<file path="config.mk">
export PLATFORM = sky130hd
export DESIGN_NAME = mod_dec_add_round_key_flat
export DESIGN_NICKNAME = d
export VERILOG_FILES = /design/src/rtl/mod_dec_pkg.sv /design/src/rtl/mod_dec_add_round_key_if.sv /design/src/rtl/mod_dec_round_key_store.sv /design/src/rtl/mod_dec_add_round_key.sv /design/src/flat_wrapper.sv
export SDC_FILE = /design/constraint.sdc
export NUM_CORES = 2
export LEC_CHECK = 0
export ABC_AREA = 1
export BUFFER_PORTS_ARGS = -buffer_cell sky130_fd_sc_hd__buf_4
export CORE_MARGIN = 2
export CORE_UTILIZATION = 64
export CTS_BUF_LIST = sky130_fd_sc_hd__clkbuf_4
export CTS_CLUSTER_SIZE = 28
export DETAILED_ROUTE_END_ITERATION = 12
export PLACE_DENSITY_LB_ADDON = 0.25
export SYNTH_ARGS = -nofsm -noshare
export SYNTH_HDL_FRONTEND = slang
export SYNTH_SLANG_ARGS = --single-unit
</file>
<file path="constraint.sdc">
create_clock -name clk -period 7.36 [get_ports clk]
set_input_delay 1.472 -clock clk [delete_from_list [all_inputs] [get_ports clk]]
set_output_delay 1.472 -clock clk [all_outputs]
set_load 0.03 [all_outputs]
</file>
<file path="src/rtl/mod_dec_pkg.sv">
// Shared types and constants for the AES-256 decryption datapath stages
// (AddRoundKey, InvMixColumns, InvShiftRows).
package mod_dec_pkg;

  localparam int N  = 16;  // bytes per state / round key
  localparam int NR = 14;  // AES-256 rounds; round keys indexed 0..NR

  typedef logic [N-1:0][7:0] state_t;
  typedef logic [3:0]        round_t;

  typedef enum logic {
    IDLE = 1'b0,
    RUN  = 1'b1
  } fsm_t;

  localparam round_t ROUND_FIRST = round_t'(NR);
  localparam round_t ROUND_LAST  = round_t'(0);

  // The first decryption round (NR) and the final round (0) skip InvMixColumns.
  function automatic logic needs_inv_mix(input round_t round);
    return (round != ROUND_FIRST) && (round != ROUND_LAST);
  endfunction

endpackage

</file>
<file path="src/rtl/mod_dec_add_round_key_if.sv">
// State-vector handshake between the upstream stage, AddRoundKey and the
// downstream InvMixColumns stage.
interface mod_dec_add_round_key_if;
  import mod_dec_pkg::*;

  logic   inp_valid;
  logic   inp_ready;
  state_t inp_state;
  logic   outp_valid;
  logic   outp_ready;
  state_t outp_state;
  logic   outp_mc_en;
  logic   outp_last;

  // master: the environment feeding states in and consuming results
  modport master (
    output inp_valid, inp_state, outp_ready,
    input  inp_ready, outp_valid, outp_state, outp_mc_en, outp_last
  );

  // slave: the AddRoundKey stage itself
  modport slave (
    input  inp_valid, inp_state, outp_ready,
    output inp_ready, outp_valid, outp_state, outp_mc_en, outp_last
  );

endinterface

</file>
<file path="src/rtl/mod_dec_round_key_store.sv">
// Round-key register file (0..NR) with per-entry valid flags, a registered
// all-keys-valid indication and a combinational read port.
module mod_dec_round_key_store
  import mod_dec_pkg::*;
(
  input  logic   clk,
  input  logic   resetn,
  input  logic   i_wr_en,
  input  round_t i_wr_idx,
  input  state_t i_wr_data,
  input  logic   i_clear,
  input  round_t i_rd_idx,
  output state_t o_rd_key,
  output logic   o_keys_loaded
);

  state_t      r_key [NR+1];
  logic [NR:0] r_valid;
  logic        r_keys_loaded;
  logic        w_wr_ok;

  // Clear has priority over a same-cycle write; out-of-range indices are dropped.
  assign w_wr_ok = i_wr_en && !i_clear && (i_wr_idx <= ROUND_FIRST);

  // NOTE: the key array has no reset -- its contents are meaningless until the
  // valid bitmap says otherwise, and a reset-free array maps onto plain storage.
  always_ff @(posedge clk) begin
    if (w_wr_ok) begin
      r_key[i_wr_idx] <= i_wr_data;
    end
  end

  // NOTE: sequential state uses non-blocking assignments so every register
  // samples pre-edge values regardless of process evaluation order.
  always_ff @(posedge clk or negedge resetn) begin
    if (!resetn) begin
      r_valid       <= '0;
      r_keys_loaded <= 1'b0;
    end else begin
      if (i_clear) begin
        r_valid <= '0;
      end else if (w_wr_ok) begin
        r_valid[i_wr_idx] <= 1'b1;
      end
      r_keys_loaded <= &r_valid;
    end
  end

  assign o_rd_key      = r_key[i_rd_idx];
  assign o_keys_loaded = r_keys_loaded;

endmodule

</file>
<file path="src/rtl/mod_dec_add_round_key.sv">
// AES-256 decryption AddRoundKey stage: XORs each state with the round key,
// counting rounds NR..0, and flags which results need InvMixColumns.
module mod_dec_add_round_key
  import mod_dec_pkg::*;
(
  input  logic                         clk,
  input  logic                         resetn,
  input  logic                         key_wr_en,
  input  round_t                       key_wr_idx,
  input  state_t                       key_wr_data,
  input  logic                         key_clear,
  output logic                         keys_loaded,
  input  logic                         start,
  output logic                         busy,
  mod_dec_add_round_key_if.slave       bus
);

  fsm_t   r_state;
  fsm_t   w_state_nxt;
  round_t r_round;
  round_t w_round_nxt;

  state_t r_outp_state;
  logic   r_outp_valid;
  logic   r_outp_mc_en;
  logic   r_outp_last;

  state_t w_round_key;
  logic   w_keys_loaded;
  logic   w_idle;
  logic   w_inp_ready;
  logic   w_accept;

  assign w_idle = (r_state == IDLE);

  // Key maintenance is only allowed between blocks.
  mod_dec_round_key_store u_key_store (
    .clk           (clk),
    .resetn        (resetn),
    .i_wr_en       (key_wr_en && w_idle),
    .i_wr_idx      (key_wr_idx),
    .i_wr_data     (key_wr_data),
    .i_clear       (key_clear && w_idle),
    .i_rd_idx      (r_round),
    .o_rd_key      (w_round_key),
    .o_keys_loaded (w_keys_loaded)
  );

  assign w_accept = bus.inp_valid && w_inp_ready;

  always_ff @(posedge clk or negedge resetn) begin
    if (!resetn) begin
      r_state <= IDLE;
      r_round <= ROUND_FIRST;
    end else begin
      r_state <= w_state_nxt;
      r_round <= w_round_nxt;
    end
  end

  // NOTE: every combinational output gets a default first so no path can
  // leave it unassigned and infer a latch.
  always_comb begin
    w_state_nxt = r_state;
    w_round_nxt = r_round;
    case (r_state)
      IDLE: begin
        w_round_nxt = ROUND_FIRST;
        if (start && w_keys_loaded) begin
          w_state_nxt = RUN;
        end
      end
      RUN: begin
        if (w_accept) begin
          if (r_round == ROUND_LAST) begin
            w_state_nxt = IDLE;
            w_round_nxt = ROUND_FIRST;
          end else begin
            w_round_nxt = r_round - round_t'(1);
          end
        end
      end
      default: begin
        w_state_nxt = IDLE;
        w_round_nxt = ROUND_FIRST;
      end
    endcase
  end

  always_comb begin
    busy        = (r_state == RUN);
    w_inp_ready = (r_state == RUN) && (!r_outp_valid || bus.outp_ready);
  end

  // A stalled result holds; a drained one clears its flags unless replaced.
  always_ff @(posedge clk or negedge resetn) begin
    if (!resetn) begin
      r_outp_state <= '0;
      r_outp_valid <= 1'b0;
      r_outp_mc_en <= 1'b0;
      r_outp_last  <= 1'b0;
    end else if (w_accept) begin
      r_outp_state <= bus.inp_state ^ w_round_key;
      r_outp_valid <= 1'b1;
      r_outp_mc_en <= needs_inv_mix(r_round);
      r_outp_last  <= (r_round == ROUND_LAST);
    end else if (bus.outp_ready) begin
      r_outp_valid <= 1'b0;
      r_outp_mc_en <= 1'b0;
      r_outp_last  <= 1'b0;
    end
  end

  assign keys_loaded     = w_keys_loaded;
  assign bus.inp_ready   = w_inp_ready;
  assign bus.outp_valid  = r_outp_valid;
  assign bus.outp_state  = r_outp_state;
  assign bus.outp_mc_en  = r_outp_mc_en;
  assign bus.outp_last   = r_outp_last;

endmodule
</file>
<file path="src/flat_wrapper.sv">
// flat-port wrapper written by rule: the top's interface ports become plain ports
module mod_dec_add_round_key_flat import mod_dec_pkg::*;
  (clk, resetn, key_wr_en, key_wr_idx, key_wr_data, key_clear, keys_loaded, start, busy, bus_inp_valid, bus_inp_state, bus_outp_ready, bus_inp_ready, bus_outp_valid, bus_outp_state, bus_outp_mc_en, bus_outp_last);
  mod_dec_add_round_key_if bus_i ();
  input  logic clk;
  input  logic resetn;
  input  logic key_wr_en;
  input  round_t key_wr_idx;
  input  state_t key_wr_data;
  input  logic key_clear;
  output logic keys_loaded;
  input  logic start;
  output logic busy;
  input wire logic [$bits(bus_i.inp_valid)-1:0] bus_inp_valid;
  input wire logic [$bits(bus_i.inp_state)-1:0] bus_inp_state;
  input wire logic [$bits(bus_i.outp_ready)-1:0] bus_outp_ready;
  output wire logic [$bits(bus_i.inp_ready)-1:0] bus_inp_ready;
  output wire logic [$bits(bus_i.outp_valid)-1:0] bus_outp_valid;
  output wire logic [$bits(bus_i.outp_state)-1:0] bus_outp_state;
  output wire logic [$bits(bus_i.outp_mc_en)-1:0] bus_outp_mc_en;
  output wire logic [$bits(bus_i.outp_last)-1:0] bus_outp_last;
  assign bus_i.inp_valid = bus_inp_valid;
  assign bus_i.inp_state = bus_inp_state;
  assign bus_i.outp_ready = bus_outp_ready;
  assign bus_inp_ready = bus_i.inp_ready;
  assign bus_outp_valid = bus_i.outp_valid;
  assign bus_outp_state = bus_i.outp_state;
  assign bus_outp_mc_en = bus_i.outp_mc_en;
  assign bus_outp_last = bus_i.outp_last;
  mod_dec_add_round_key u_core (.clk(clk), .resetn(resetn), .key_wr_en(key_wr_en), .key_wr_idx(key_wr_idx), .key_wr_data(key_wr_data), .key_clear(key_clear), .keys_loaded(keys_loaded), .start(start), .busy(busy), .bus(bus_i));
endmodule
</file>
Yosys cells after proc, flatten, opt, wreduce, memory -nomap -nowiden
Memories as Yosys holds them, arrays and structs flattened.
Cells that the tools add are included.
{ "word_totals": {"output_inout_bits": 134, "elab_cells": 67, "ramBits": 1920, "regBits": 152, "n_memories": 1, "input_bits": 267} }
{ "mem_list": {"columns": ["name", "depth", "word_bits", "read_ports", "rd_ports_with_merged_regs", "wr", "line", "rtl"], "rows": [
  ["u_core.u_key_store.r_key", 15, 128, 1, 0, 1, "mod_dec_round_key_store.sv:17", "state_t r_key [NR+1];"]
]} }
{ "op_classes": {"n_bitwise": 3, "add_sub_neg": 1, "n_eq_ne": 2, "n_lt_le_gt_ge": 3, "n_reduce_logical": 17, "muxes": 17} }
{ "op_table": {"columns": ["operator", "n"], "rows": [
  ["bitwise XOR 128 bit", 1],
  ["two-way mux 15 bit", 2],
  ["bitwise OR 15 bit", 1],
  ["AND reduction 15 bit", 1],
  ["two-way mux 1 bit", 10],
  ["logical AND 1 bit", 9],
  ["two-way mux 4 bit", 2],
  ["case mux 4 bit (2 select lines)", 1],
  ["< comparator 4 x 5 -> 1 bit (second input constant)", 1],
  ["demux 1 bit (select 4 bit)", 1],
  [">= comparator 4 x 1 -> 1 bit (second input constant)", 1],
  ["less-or-equal comparator 4 bit (second input constant)", 1],
  ["zero test 4 bit", 1],
  ["!= test 4 bit (second input constant)", 1],
  ["nonzero test 2 bit", 2],
  ["nonzero test 4 bit", 1],
  ["subtractor 4 x 1 -> 4 bit (second input constant)", 1],
  ["zero test 1 bit", 2],
  ["!= test 2 bit (second input constant)", 1],
  ["case mux 1 bit (2 select lines)", 1],
  ["logical OR 1 bit", 1],
  ["inverter 1 bit", 1]
]} }

Longest topological paths before layout
{ "logic_depth": {"ltp_word": 7, "mapped_depth": 13, "ltp_nobuf": 11} }

By module
From an unflattened synthesis, not the netlist that was laid out.
{ "hier_totals": {"hier_cells": 7668, "hier_area_um2": 85610.9} }
{ "modules_own_cells": {"columns": ["module", "seq_area_each_um2", "cells_each", "instances", "area_per_inst_um2"], "rows": [
  ["mod_dec_round_key_store", 58055.7, 7065, 1, 79518.8],
  ["mod_dec_add_round_key", 3407.0, 603, 1, 6092.1]
]} }

Worst setup path before layout
No wires, ideal clock.
{ "synth_path": {"path_kind": "input -> register", "startpoint": "in key_clear", "endpoint": "mem u_core.u_key_store.r_key[10][0] (netlist name), enable pin", "required_ns": 6.741, "setup_ns": 0.619, "t_arrival_ns": 7.217, "stages": 5, "slack_ns": -0.475, "path_buffers": 0, "cell_sequence": "inv_1 > nand3_1 > inv_1 > nand3_1 > nor2_1"} }
{ "synth_via": {"elab_chain_len": 6} }
{ "synth_lines": {"columns": ["item", "line", "rtl"], "rows": [
  ["from (decl)", "flat_wrapper.sv:10", "input logic key_clear;"],
  ["logical AND 1 bit", "mod_dec_add_round_key.sv:43", ".i_clear (key_clear && w_idle),"],
  ["zero test 1 bit", "mod_dec_round_key_store.sv:23", "assign w_wr_ok = i_wr_en && !i_clear && (i_wr_idx <= ROUND_FIRST);"],
  ["logical AND 1 bit (2 in series)", "mod_dec_round_key_store.sv:23", null],
  ["two-way mux 1 bit", "mod_dec_round_key_store.sv:28", "if (w_wr_ok) begin"],
  ["two-way mux 1 bit (not written as such)", "mod_dec_round_key_store.sv:29", "r_key[i_wr_idx] <= i_wr_data;"],
  ["to (decl)", "mod_dec_round_key_store.sv:17", null]
]} }
No other way between the ends.

Worst setup path in the final report
{ "layout_path": {"startpoint": "reg u_core.r_state (netlist: u_core.busy)", "endpoint": "out bus_inp_ready"} }
{ "layout_via": {"elab_chain_len": 1} }
{ "layout_lines": {"columns": ["item", "line", "rtl"], "rows": [
  ["from (decl)", "mod_dec_add_round_key.sv:18", "fsm_t r_state;"],
  ["from (signal assigned)", "mod_dec_add_round_key.sv:56", "r_state <= w_state_nxt;"],
  ["logical AND 1 bit", "mod_dec_add_round_key.sv:92", "w_inp_ready = (r_state == RUN) && (!r_outp_valid || bus.outp_ready);"],
  ["to (decl)", "flat_wrapper.sv:17", "output wire logic [$bits(bus_i.inp_ready)-1:0] bus_inp_ready;"]
]} }
No other way between the ends.

==> qor.txt <==
largest net degree at the start of global routing: 239
post_cts resized: 0
Placed Instance Area: 89900 um^2
DRT antenna net count: 0
Pwr Density: 242 nW/um^2
layout overhead on the synthesized area: 12.5%
die width: 370 um
Slew headroom: 18.3%
clock buffer depth: 4
Crit. path cell count: 3
DRC Markers: 0
sequential area share after synthesis: 71.6%
crit path from: u_core.busy
Slew @ Worst Pin: 1.23 ns
YS warnings: 0
grt ovf: 0
vias post-DR: 60900
initial antenna violation count: 21
WL final: 213000 um
Chip Height: 370 um
Worst-Skew Late Latency: 1.32 ns
leakage: 39.2 nW
final setup vio count: 0
Final Core Density: 72.4%
DRT Pass-1 Iters: 9
CTS tree: yes
WP buf/inv: 2
die area: 137000 um^2
slowest CP cell: dfrtp_1
Total GRT Usage: 31.2%
1st-iter DRT viols: 6898
worst path cell trace: inv_2 > nor2_2 > buf_4
proportion of layout cells with a drive suffix above 1: 14.9%
startpoint types: register
# clock sinks: 2072
CP Capture Type: primary output
I/O pin total: 401
syn_nets: 8132
r2r worst-path depth: 11
max-slew violations: 0
commonest non-fill, non-tap cell in the layout: nand2_1
Initial Util: 64.4%
TNS Setup: 0 ns
post-synthesis cell area: 85800 um^2
row cnt: 134
syn_area_per_cell: 10.9 um^2
Setup crit end: bus_inp_ready
critical path's top delay family: flip-flops
mean number of vias per cell: 5.76
IO buf count: 400
Num CTS Buffers: 534
GP Congestion: 0.800
slowest stage delay, CP: 0.54 ns
count of cell types in the netlist: 25
commonest cells after routing, fill and taps aside: 2903 x nand2_1, 1920 x edfxtp_1, 1504 x nand3_1
status: finished, final reports clean
Post-Syn Instances: 7863
Design Area, Final: 96500 um^2
routed length per instance: 20.2 um
first-pass GRT wire length: 328000 um
RSZ-0062 raised after global routing: no
final net count: 8696
core area: 133000 um^2
RR Endpoint: u_core.bus.outp_state[33]
reg2reg setup slack: 3.63 ns
Req. time, crit path: 5.89 ns
Crit Path Max Fanout: 7
post-CTS setup repair buffer count: 0
worst vdd ir: 0.141 mV
dpl ws: 3.12 ns
Final min period: 3.92 ns
Fmax: 255 MHz
Final Hold Fails: 0
Setup Skew: 0.0804 ns
max cap viols: 0
clock-pin slew on the worst setup and hold paths: 0.06 ns
Finished Layout Cells: 10600
fin crit share: 53.2%
post-layout worst setup margin: 3.44 ns
synthesized flop and latch total: 2072
# placed instances: 9659
Post-CTS Hold Buffers: 0
R2R Path Start: u_core.r_round[0]
Worst EP arrival: 2.44 ns
CTS H-tree lvls: 6
crit path kind: register to primary output
via count of the first global-routing pass: 60600
Hold WC Path Type: input pin to async pin
root buffer cell: clkbuf_4
HPWL Detailed: 105000 um
## final cells by class
cell class	count	area [um^2]
diodes	15	37.5
repair buffers	454	3710
multi-input cells	4769	20200
fillers	8975	36800
inverters	596	2280
well taps	1768	2210
clock inverters	104	687
flip-flops and latches	2072	61500
clock buffers	788	5920
## logic make-up (layout without fill, tap and decap cells)
family	count (synthesis)	in the layout	share of synthesized area, %
AOI/OAI and AO/OA	57	57	0.389
adders and majority gates	2	2	0.0292
DFF	2072	2072	71.6
and+or+nand+nor	4710	4710	23.0
buffers and inverters	1022	1942	4.96
other	0	15	0
## metal layers
layer	GRT usage, %	share of wire (%)
met5	0	0.069
met3	7.00	10
met4	13.1	2.9
met1	41.6	39
met2	49.9	48
## metrics by stage
step | total power (W) | hold WS [ns]
floorplan | 0.0135 | 0.466
global placement | 0.0139 | 0.464
detailed placement | 0.0139 | 0.467
CTS | 0.0235 | 0.0498
global route | 0.0241 | 0.111
finish | 0.0233 | 0.149
## Yosys cell counts
master	instances	area, um^2
or2_2	4	25.0
nand2_1	2903	10900
o211ai_1	19	143
nand3b_1	30	225
inv_1	590	2210
edfxtp_1	1920	57700
dfrtp_1	149	3730
nor2_1	258	968
clkinv_1	1	3.75
o22ai_1	1	6.26
o21ai_0	24	120
ha_1	2	25.0
buf_2	248	1240
buf_1	30	113
nand4_1	6	37.5
nand2_2	1	6.26
buf_4	30	225
inv_2	5	18.8
nand3_1	1504	7530
nor2_2	1	6.26
dfstp_2	3	78.8
clkbuf_1	118	443
a21oi_1	13	65.1
nor3_1	2	10.0
nor4_1	1	6.26
## worst min path at each step
stage                                  startpoint                       endpoint  slack [ns]  depth (start not counted)
floorplan           u_core.u_key_store.r_valid[5]  u_core.u_key_store.r_valid[5]        0.47                          2
global placement        u_core.bus.outp_state[25]      u_core.bus.outp_state[25]        0.46                          2
detailed placement     u_core.bus.outp_state[104]     u_core.bus.outp_state[104]        0.47                          2
CTS                                        resetn      u_core.bus.outp_state[40]        0.05                          1
global route                               resetn      u_core.bus.outp_state[41]        0.11                          1
finish                                     resetn      u_core.bus.outp_state[58]        0.15                          1
## where the power goes
| part | switching (W) | internal [W] | total (W) |
|---|---|---|---|
| logic | 0.000412 | 0.000195 | 0.000607 |
| clock network | 0.00444 | 0.00526 | 0.00970 |
| registers | 0.0000446 | 0.0130 | 0.0130 |
| total | 0.00490 | 0.0184 | 0.0233 |
## registers in the layout (all words and copies together) (netlist names)
name and flops:
u_core.bus.outp_valid 1, u_core.bus.outp_last 1, u_core.u_key_store.o_keys_loaded 1, u_core.r_round 4
u_core.busy 1, u_core.u_key_store.r_valid 15, u_core.bus.outp_state 128, u_core.u_key_store.r_key 1920
u_core.bus.outp_mc_en 1
## worst reg2reg max path, cell delays in order (launching register included)
cell and delay [ns]:
dfrtp_4 0.88, buf_4 0.77, buf_4 0.99, nand2_1 0.23, nand2_1 0.12, nand2_1 0.06
nand3_1 0.13, nand3_1 0.12, nand2_1 0.11, nand2_1 0.05, nand3_1 0.07, nand2_1 0.08
(Power assumes the default switching activity.)
